File: config.mk
export PLATFORM = sky130hd
export DESIGN_NAME = trap_shaper_cfg
export DESIGN_NICKNAME = d
export VERILOG_FILES = /design/src/rtl/trap_pkg.sv /design/src/rtl/trap_peak_hold.sv /design/src/rtl/trap_shaper_cfg.sv
export SDC_FILE = /design/constraint.sdc
export NUM_CORES = 2
export LEC_CHECK = 0
export CORE_MARGIN = 4
export CORE_UTILIZATION = 45
export CTS_BUF_LIST = sky130_fd_sc_hd__clkbuf_4 sky130_fd_sc_hd__clkbuf_8
export DETAILED_ROUTE_END_ITERATION = 10
export GPL_ROUTABILITY_DRIVEN = 0
export PLACE_DENSITY = 0.67
export SETUP_SLACK_MARGIN = 0.1
export SYNTH_ARGS = -nofsm -noshare
export SYNTH_HDL_FRONTEND = slang
export SYNTH_SLANG_ARGS = --single-unit
File: constraint.sdc
create_clock -name clk -period 17.9 [get_ports clk]
set_input_delay 2.685 -clock clk [delete_from_list [all_inputs] [get_ports clk]]
set_output_delay 2.685 -clock clk [all_outputs]
set_load 0.01 [all_outputs]
File: src/rtl/trap_pkg.sv
// Shared definitions for the trapezoidal shaper.
//   LAT          : input-accept to out_valid latency in cycles
//   trap_state_e : control FSM states (run, drain pipeline, clear datapath)
//   acc_width()  : signed accumulator width that cannot wrap for legal k, l, M
//   sat_to()     : clip a signed value into a signed w-bit range
package trap_pkg;

   localparam int unsigned LAT = 4;

   typedef enum logic [1:0] {
      StRun,
      StDrain,
      StClear
   } trap_state_e;

   function automatic int unsigned acc_width(input int unsigned adc_w,
                                             input int unsigned m_w,
                                             input int unsigned max_depth);
      return adc_w + m_w + 2 * int'($clog2(max_depth)) + 4;
   endfunction

   // Result stays 64 bits wide; the caller takes the low w bits, and compares
   // the result with the input to detect clipping.
   function automatic logic signed [63:0] sat_to(input logic signed [63:0] v,
                                                 input int unsigned       w);
      logic signed [63:0] hi;
      logic signed [63:0] lo;
      hi = (64'sd1 <<< (w - 1)) - 64'sd1;
      lo = -hi - 64'sd1;
      if (v > hi) begin
         return hi;
      end else if (v < lo) begin
         return lo;
      end
      return v;
   endfunction

endpackage

File: src/rtl/trap_peak_hold.sv
// Peak-hold tracker on the shaped output stream.
// Tracks the maximum of data_i while it is above PEAK_THR; on the first valid
// sample at or below PEAK_THR after at least one above it, pulses peak_valid_o
// for one cycle with peak_data_o holding that maximum, then re-arms.
// Ports:
//   clk, reset    : clock, synchronous active-low reset
//   clear_i       : synchronous clear of the tracker
//   valid_i       : data_i qualifier
//   data_i        : signed shaped sample
//   peak_valid_o  : one-cycle peak strobe
//   peak_data_o   : peak value of the last completed pulse
module trap_peak_hold #(
   parameter int unsigned             OUT_W    = 16,
   parameter logic signed [OUT_W-1:0] PEAK_THR = '0
) (
   input  logic                    clk,
   input  logic                    reset,
   input  logic                    clear_i,
   input  logic                    valid_i,
   input  logic signed [OUT_W-1:0] data_i,
   output logic                    peak_valid_o,
   output logic signed [OUT_W-1:0] peak_data_o
);

   logic                    armed_q, armed_d;
   logic signed [OUT_W-1:0] max_q, max_d;
   logic                    pv_q, pv_d;
   logic signed [OUT_W-1:0] pd_q, pd_d;

   always_comb begin
      armed_d = armed_q;
      max_d   = max_q;
      pv_d    = 1'b0;
      pd_d    = pd_q;
      if (clear_i) begin
         armed_d = 1'b0;
         max_d   = '0;
         pd_d    = '0;
      end else if (valid_i) begin
         if (data_i > PEAK_THR) begin
            armed_d = 1'b1;
            // First sample above threshold starts a fresh maximum.
            if (!armed_q || data_i > max_q) begin
               max_d = data_i;
            end
         end else if (armed_q) begin
            pv_d    = 1'b1;
            pd_d    = max_q;
            armed_d = 1'b0;
         end
      end
   end

   always_ff @(posedge clk) begin
      if (!reset) begin
         armed_q <= 1'b0;
         max_q   <= '0;
         pv_q    <= 1'b0;
         pd_q    <= '0;
      end else begin
         armed_q <= armed_d;
         max_q   <= max_d;
         pv_q    <= pv_d;
         pd_q    <= pd_d;
      end
   end

   assign peak_valid_o = pv_q;
   assign peak_data_o  = pd_q;

endmodule

File: src/rtl/trap_shaper_cfg.sv
// Runtime-configurable trapezoidal shaper with pole-zero correction.
//   d = x[n] - x[n-k] - x[n-l] + x[n-k-l];  p += d;  r = p + M*d;  s += r;
//   y = sat(s >>> SHIFT)
// New k, l, M are loaded through a drain/clear handshake: a legal request
// stalls input, lets in-flight samples finish, clears the datapath and then
// switches to the new configuration.
// Optional feature: define TRAP_PEAK_HOLD_EN to enable the peak-hold tracker;
// otherwise peak_valid_o / peak_data_o are tied to zero.
// Ports:
//   clk, reset             : clock, synchronous active-low reset
//   in_valid_i/in_ready_o  : sample handshake, in_data_i unsigned ADC sample
//   cfg_load_i, cfg_k_i, cfg_l_i, cfg_m_i : configuration request
//   cfg_err_o              : one-cycle pulse on a rejected request
//   out_valid_o, out_data_o, out_sat_o    : shaped output and clip flag
//   peak_valid_o, peak_data_o             : peak-hold result
module trap_shaper_cfg
   import trap_pkg::*;
#(
   parameter int unsigned             ADC_W     = 12,
   parameter int unsigned             OUT_W     = 16,
   parameter int unsigned             MAX_DEPTH = 64,
   parameter int unsigned             M_W       = 8,
   parameter int unsigned             SHIFT     = 7,
   parameter int unsigned             K_DEF     = 2,
   parameter int unsigned             L_DEF     = 4,
   parameter int unsigned             M_DEF     = 0,
   parameter logic signed [OUT_W-1:0] PEAK_THR  = '0,
   localparam int unsigned            CFG_W     = $clog2(MAX_DEPTH + 1)
) (
   input  logic                    clk,
   input  logic                    reset,
   input  logic                    in_valid_i,
   output logic                    in_ready_o,
   input  logic [ADC_W-1:0]        in_data_i,
   input  logic                    cfg_load_i,
   input  logic [CFG_W-1:0]        cfg_k_i,
   input  logic [CFG_W-1:0]        cfg_l_i,
   input  logic [M_W-1:0]          cfg_m_i,
   output logic                    cfg_err_o,
   output logic                    out_valid_o,
   output logic signed [OUT_W-1:0] out_data_o,
   output logic                    out_sat_o,
   output logic                    peak_valid_o,
   output logic signed [OUT_W-1:0] peak_data_o
);

   localparam int unsigned ACC_W = acc_width(ADC_W, M_W, MAX_DEPTH);
   localparam int unsigned IDX_W = $clog2(MAX_DEPTH);

   typedef logic signed [ACC_W-1:0] acc_t;

   // Control
   trap_state_e      state_q, state_d;
   logic [CFG_W-1:0] k_q, l_q, ks_q, ls_q;
   logic [M_W-1:0]   m_q, ms_q;
   logic             err_q, err_d;
   logic             shadow_load, legal, accept, clear;

   // Datapath
   logic [ADC_W-1:0]        line_q [MAX_DEPTH];
   logic                    v1_q, v2_q, v3_q, v4_q;
   acc_t                    d1_q, p_q, md_q, r_q, s_q;
   logic signed [OUT_W-1:0] y_q;
   logic                    sat_q;

   logic [IDX_W-1:0]   k_idx, l_idx, kl_idx;
   acc_t               x_new, x_k, x_l, x_kl, d_new, m_ext, s_sum, s_shr;
   logic signed [63:0] s_wide, y_wide;

   assign in_ready_o = (state_q == StRun);
   assign accept     = in_valid_i & in_ready_o;
   assign clear      = (state_q == StClear);
   assign legal      = (cfg_k_i != '0) && (cfg_k_i <= cfg_l_i) &&
                       (({1'b0, cfg_k_i} + {1'b0, cfg_l_i}) <= (CFG_W + 1)'(MAX_DEPTH));

   // ---------------------------------------------------------------- FSM
   always_comb begin
      state_d     = state_q;
      shadow_load = 1'b0;
      err_d       = 1'b0;
      unique case (state_q)
         StRun: begin
            if (cfg_load_i) begin
               if (legal) begin
                  shadow_load = 1'b1;
                  state_d     = StDrain;
               end else begin
                  err_d = 1'b1;
               end
            end
         end
         // Input is stalled, so stages 1-3 empty within LAT-1 cycles; the
         // sample in the output register has already been presented.
         StDrain: begin
            if (!(v1_q || v2_q || v3_q)) begin
               state_d = StClear;
            end
         end
         StClear: state_d = StRun;
         default: state_d = StRun;
      endcase
   end

   always_ff @(posedge clk) begin
      if (!reset) begin
         state_q <= StRun;
         err_q   <= 1'b0;
         k_q     <= CFG_W'(K_DEF);
         l_q     <= CFG_W'(L_DEF);
         m_q     <= M_W'(M_DEF);
         ks_q    <= CFG_W'(K_DEF);
         ls_q    <= CFG_W'(L_DEF);
         ms_q    <= M_W'(M_DEF);
      end else begin
         state_q <= state_d;
         err_q   <= err_d;
         if (shadow_load) begin
            ks_q <= cfg_k_i;
            ls_q <= cfg_l_i;
            ms_q <= cfg_m_i;
         end
         if (clear) begin
            k_q <= ks_q;
            l_q <= ls_q;
            m_q <= ms_q;
         end
      end
   end

   // ------------------------------------------------------- arithmetic
   // line_q[i] holds x[n-1-i], so the tap for x[n-j] is line_q[j-1].
   // Legal k, l keep every index below MAX_DEPTH.
   assign k_idx  = IDX_W'(k_q - CFG_W'(1));
   assign l_idx  = IDX_W'(l_q - CFG_W'(1));
   assign kl_idx = IDX_W'(k_q + l_q - CFG_W'(1));

   assign x_new = $signed({{(ACC_W - ADC_W){1'b0}}, in_data_i});
   assign x_k   = $signed({{(ACC_W - ADC_W){1'b0}}, line_q[k_idx]});
   assign x_l   = $signed({{(ACC_W - ADC_W){1'b0}}, line_q[l_idx]});
   assign x_kl  = $signed({{(ACC_W - ADC_W){1'b0}}, line_q[kl_idx]});
   assign d_new = x_new - x_k - x_l + x_kl;

   assign m_ext  = $signed({{(ACC_W - M_W){1'b0}}, m_q});
   assign s_sum  = s_q + r_q;
   assign s_shr  = s_sum >>> SHIFT;
   assign s_wide = 64'(s_shr);
   assign y_wide = sat_to(s_wide, OUT_W);

   // Stage 1: d. Stage 2: p and M*d from the same d. Stage 3: r. Stage 4: s, y.
   always_ff @(posedge clk) begin
      if (!reset || clear) begin
         for (int i = 0; i < int'(MAX_DEPTH); i++) begin
            line_q[i] <= '0;
         end
         v1_q  <= 1'b0;
         v2_q  <= 1'b0;
         v3_q  <= 1'b0;
         v4_q  <= 1'b0;
         d1_q  <= '0;
         p_q   <= '0;
         md_q  <= '0;
         r_q   <= '0;
         s_q   <= '0;
         y_q   <= '0;
         sat_q <= 1'b0;
      end else begin
         if (accept) begin
            line_q[0] <= in_data_i;
            for (int i = 1; i < int'(MAX_DEPTH); i++) begin
               line_q[i] <= line_q[i-1];
            end
            d1_q <= d_new;
         end
         v1_q <= accept;
         v2_q <= v1_q;
         v3_q <= v2_q;
         v4_q <= v3_q;
         if (v1_q) begin
            p_q  <= p_q + d1_q;
            md_q <= d1_q * m_ext;
         end
         if (v2_q) begin
            r_q <= p_q + md_q;
         end
         if (v3_q) begin
            s_q   <= s_sum;
            y_q   <= y_wide[OUT_W-1:0];
            sat_q <= (y_wide != s_wide);
         end
      end
   end

   assign cfg_err_o   = err_q;
   assign out_valid_o = v4_q;
   assign out_data_o  = y_q;
   assign out_sat_o   = sat_q;

`ifdef TRAP_PEAK_HOLD_EN
   trap_peak_hold #(
      .OUT_W    (OUT_W),
      .PEAK_THR (PEAK_THR)
   ) u_peak_hold (
      .clk          (clk),
      .reset        (reset),
      .clear_i      (clear),
      .valid_i      (v4_q),
      .data_i       (y_q),
      .peak_valid_o (peak_valid_o),
      .peak_data_o  (peak_data_o)
   );
`else
   logic unused_peak_thr;
   assign unused_peak_thr = ^PEAK_THR;
   assign peak_valid_o    = 1'b0;
   assign peak_data_o     = '0;
`endif

endmodule

==> flow_results.org <==
** Power and ir drop
- Power density normalized to cell area :: 86.22 nW/µm²
- Post-layout power :: about 6200 µW
- Total leakage power :: approximately 0.028 µW
- Largest vdd supply drop :: around 90 µV

** Routing
- Total number of vias :: ~43000
- Drt wl/cell :: ~24 µm
- The detail route stage leaves a number of antenna-violating nets equal to 0.
- Using the TritonRoute via totals, the vias-per-cell ratio works out to roughly 6.2.
- Drt drc :: 0
- The first TritonRoute pass finished after 5 iterations.
- For this block, the routed nets add up to ~160000 µm of wire.
- Initial drt markers :: approximately 4300

** Clock network
- Clock slew at reported path FFs :: approximately 60 ps
- Root Buffer :: clkbuf_8
- Post-CTS Resized :: 0
- Worst-skew pair later-pin latency :: roughly 900 ps
- Clock tree synthesis inserted a total of roughly 180 buffers.
- The H-tree was split into 4 levels.
- Once the clock tree was built, the setup fixing pass inserted 0 buffers.
- Hold repair after CTS inserted 0 buffers.
- Clock tree from TritonCTS :: built
- Maximum buffer depth of the clock tree :: 3
- CTS saw around 1000 sinks.

** Timing
- Setup violations remaining at the end of the flow were counted as 0.
- Relative slew margins :: between 10% and 20%
- For this run, the top clock speed supported by timing is roughly 0.11 GHz.
- Between clock sinks in the finished design, the worst skew comes to between 60 and 70 ps.
- Setup repair after global routing missed its margin :: no
- After routing, the total negative slack on setup checks comes to 0 ps.
- The final hold violation count was 0.
- Share of the clock period used by the worst path :: 50.40%
- Measured slew at the worst slew-check pin :: 1266 ps
- Final-layout worst hold slack :: around 460 ps
- The worst path needs approximately 9000 ps of the cycle, external delays included.
- The max-slew violation count is 0.

** Finish
- At the end of the flow, the number of nets in the layout was roughly 5300.
- Cells with a size suffix above 1 make up between 20% and 30% of the layout.
- Relative to the synthesized area, the layout overhead comes to 8.984%.
- For this run, the share of the core covered by cells in the final layout is 49.32%.

** Flow run
- Max-cap violations in this run came to 0.

** Global route
- Wire length of the first global-routing pass :: about 260000 µm
- Antenna violations before repair :: 5
- Global routing used 21.80% of the available tracks.
- Via count of the first global-routing pass :: between 40000 and 50000
- Entering global routing, the biggest net connects ~270 pins.
- The total overflow left after global routing is 0.

** Yosys
- Cell types occupying the most area after synthesis :: edfxtp_1 35%, mux4_2 26%, dfxtp_1 6.8%
- Counting flops with a built-in enable in the synthesized netlist gives between 700 and 800.
- Sequential-to-total area share from yosys stat :: a little over two fifths
- The synthesized design contains 991 register bits.
- Cells after synthesis :: just under 5000
- Fraction of the mapped netlist area in compound gates :: 5.438%
- Most used DFF post-synth :: edfxtp_1
- Measured against the total synthesized area, the mux share comes to between 20% and 30%.
- Synthesized area per cell :: between 10 and 15 µm²
- Cell Area, Synth :: approximately 66000 µm²
- Count of distinct cell types in the synthesized netlist :: 88
- Simple-gate area share of the yosys netlist :: 12.66%
- Adder and majority cell fraction of the synthesized area :: 7.502%
- By area, the combinational part of the netlist is dominated by multiplexers.
- Fraction of registers with async set/reset :: 0%
- Count of yosys warnings during synthesis :: 0
- Fraction of synthesized cell area in xor and xnor cells :: roughly 1.6%
- Summed over its instances, the top area cell type makes up a little over a third of the synthesized netlist area.
- Area leader, netlist :: edfxtp_1

** Critical path
- Slowest cell on the critical path :: dfxtp_4
- Data required time of the worst path :: about 19000 ps
- Critical R2R Capture :: d1_q[34]
- Counting cells, the worst reg-to-reg path comes to 20.
- Maximum fanout along the worst path :: 48
- Stage delay of the slowest cell on the critical path :: between 900 and 1000 ps
- Launching element type of the critical path :: flop
- FF-to-FF setup slack :: roughly 8900 ps
- The cell that appears most often on the critical path is buf_4.
- The worst setup path is captured at a flop.
- The startpoint identified for the worst register-to-register timing path is k_q[0].
- Category of the most critical setup path :: flop to flop
- The signal on the critical path passes through inv_1 > ha_4 > buf_4 > buf_4 > buf_4 > buf_4 > mux4_2 > mux4_2 > mux4_2 > fa_1 > ha_1 > a21boi_0 > o21ai_0 > a21boi_0 > o21ai_0 > a21boi_0 > o21ai_0 > a21oi_1 > a211oi_1 > a21o_1.
- STA puts the critical path data arrival time at about 9800 ps.

** Placed design
- Number of port buffers :: 57
- Detailed placement finished with a half-perimeter wire length of about 100000 µm.

** Floorplan
- Row cnt :: between 100 and 150
- Die Span Y :: around 400 µm
- between 70 and 80 I/O pins were placed.
- Width of the chip :: 390.6 µm
- Core ar. :: 145600 µm²
- Starting density of the core :: between 40% and 50%
- The floorplan step defined a die boundary enclosing between 150000 and 200000 µm².

** Worst hold path
- Cells on Worst Hold Path :: 2
- For hold timing, the worst endpoint is k_q[4].
- The startpoint identified for the worst hold timing path is k_q[4].
- Min-Delay Path Class :: flop to flop

** Status
- Status :: finished clean
==> power breakdown <==
part           switching [µW]  total (µW)  internal [µW]
clock network            1020        2230           1210
logic                     511        1010            500
registers                 236        2950           2710
total                    1760        6190           4430
==> layout make-up <==
type	count	area (µm²)
diodes	4	10.01
clock buffers	230	2903
clock inverters	94	745.7
fillers	12450	73770
inverters	257	975.9
multi-input cells	3354	36100
flip-flops and latches	991	27540
well taps	1917	2399
repair buffers	122	1126
==> synth_stat cells, types with 48 or more instances <==
library cell,n
a21oi_1,145
edfxtp_1,768
xor2_1,48
and3_1,374
ha_1,207
a21o_1,67
xnor2_1,70
and2_1,488
mux2i_1,92
buf_1,73
nand2_1,206
dfxtp_1,223
o21ai_0,79
mux4_2,756
inv_1,255
nor2_1,221
clkbuf_1,291
fa_1,117
==> metrics by stage <==
stage | setup slack (ps) | area, µm² | cells
3_5_place_dp | 8673 | 68140 | 6641
5_1_grt | 7925 | 71790 | 6966
6_report | 8878 | 71790 | 6969
2_1_floorplan | 2158 | 65940 | 4988
3_3_place_gp | 8819 | 68140 | 6641
4_1_cts | 8662 | 71780 | 6965
==> layout by cell type, fill, tap and decap left out, drive strengths merged, types with 11 or more instances in the layout <==
| cell | instances |
|---|---|
| mux4 | 756 |
| o21bai | 17 |
| nand2b | 22 |
| nor2 | 221 |
| xor2 | 48 |
| dfxtp | 223 |
| conb | 17 |
| edfxtp | 768 |
| and3 | 375 |
| inv | 262 |
| buf | 66 |
| a21oi | 148 |
| nand4 | 14 |
| nand2 | 206 |
| mux2i | 92 |
| nand3 | 44 |
| clkinv | 73 |
| o31ai | 11 |
| clkbuf | 230 |
| a31oi | 20 |
| nor3 | 43 |
| nor2b | 44 |
| o21a | 28 |
| a211oi | 21 |
| clkdlybuf4s50 | 56 |
| xnor2 | 70 |
| and2 | 488 |
| o21ai | 108 |
| o211ai | 12 |
| ha | 207 |
| a21o | 67 |
| a21boi | 35 |
| fa | 117 |
==> critical path, delay by kind of cell (launching register included) <==
family          cells  cell delay, ps
fa+ha+maj           3            1370
mux                 3            1700
buf+inv             5            3000
compound gates      9            1730
flops               1             970
==> sequential cells by signal, indices dropped and copies added (netlist names), 2 cells and up <==
signal	cells
md_q	36
r_q	36
ks_q	6
p_q	36
ms_q	8
line_q	768
s_q	36
ls_q	6
k_q	6
state_q	2
m_q	8
l_q	6
d1_q	15
out_data_o	16
==> how the worst max path moves through the flow <==
stage | slack, ps | cells after the start | start | to
after floorplan | 2160 | 5 | reset | line_q[0][0]
after global placement | 8820 | 20 | k_q[0] | d1_q[34]
after detailed placement | 8670 | 20 | k_q[0] | d1_q[34]
after CTS | 8660 | 20 | k_q[0] | d1_q[34]
after global routing | 7920 | 20 | k_q[0] | d1_q[34]
final | 8880 | 20 | k_q[0] | d1_q[34]
==> cell families after synthesis <==
| logic type | Yosys count |
|---|---|
| buf+inv | 643 |
| simple gates | 1510 |
| flops | 991 |
| compound gates | 536 |
| xor+xnor | 118 |
| mux | 848 |
| fa+ha+maj | 325 |
| other cells | 1 |
==> per-layer routing <==
| metal | track usage [%] | share of wire (%) | vias up |
|---|---|---|---|
| li1 | - | - | 18980 |
| met1 | 30.38 | 41 | 22240 |
| met2 | 33.32 | 46 | 1946 |
| met3 | 6.173 | 9.7 | 301 |
| met4 | 6.773 | 2.8 | 2 |
| met5 | 0 | 0.0091 | - |
Power figures use the tool's default switching activity.
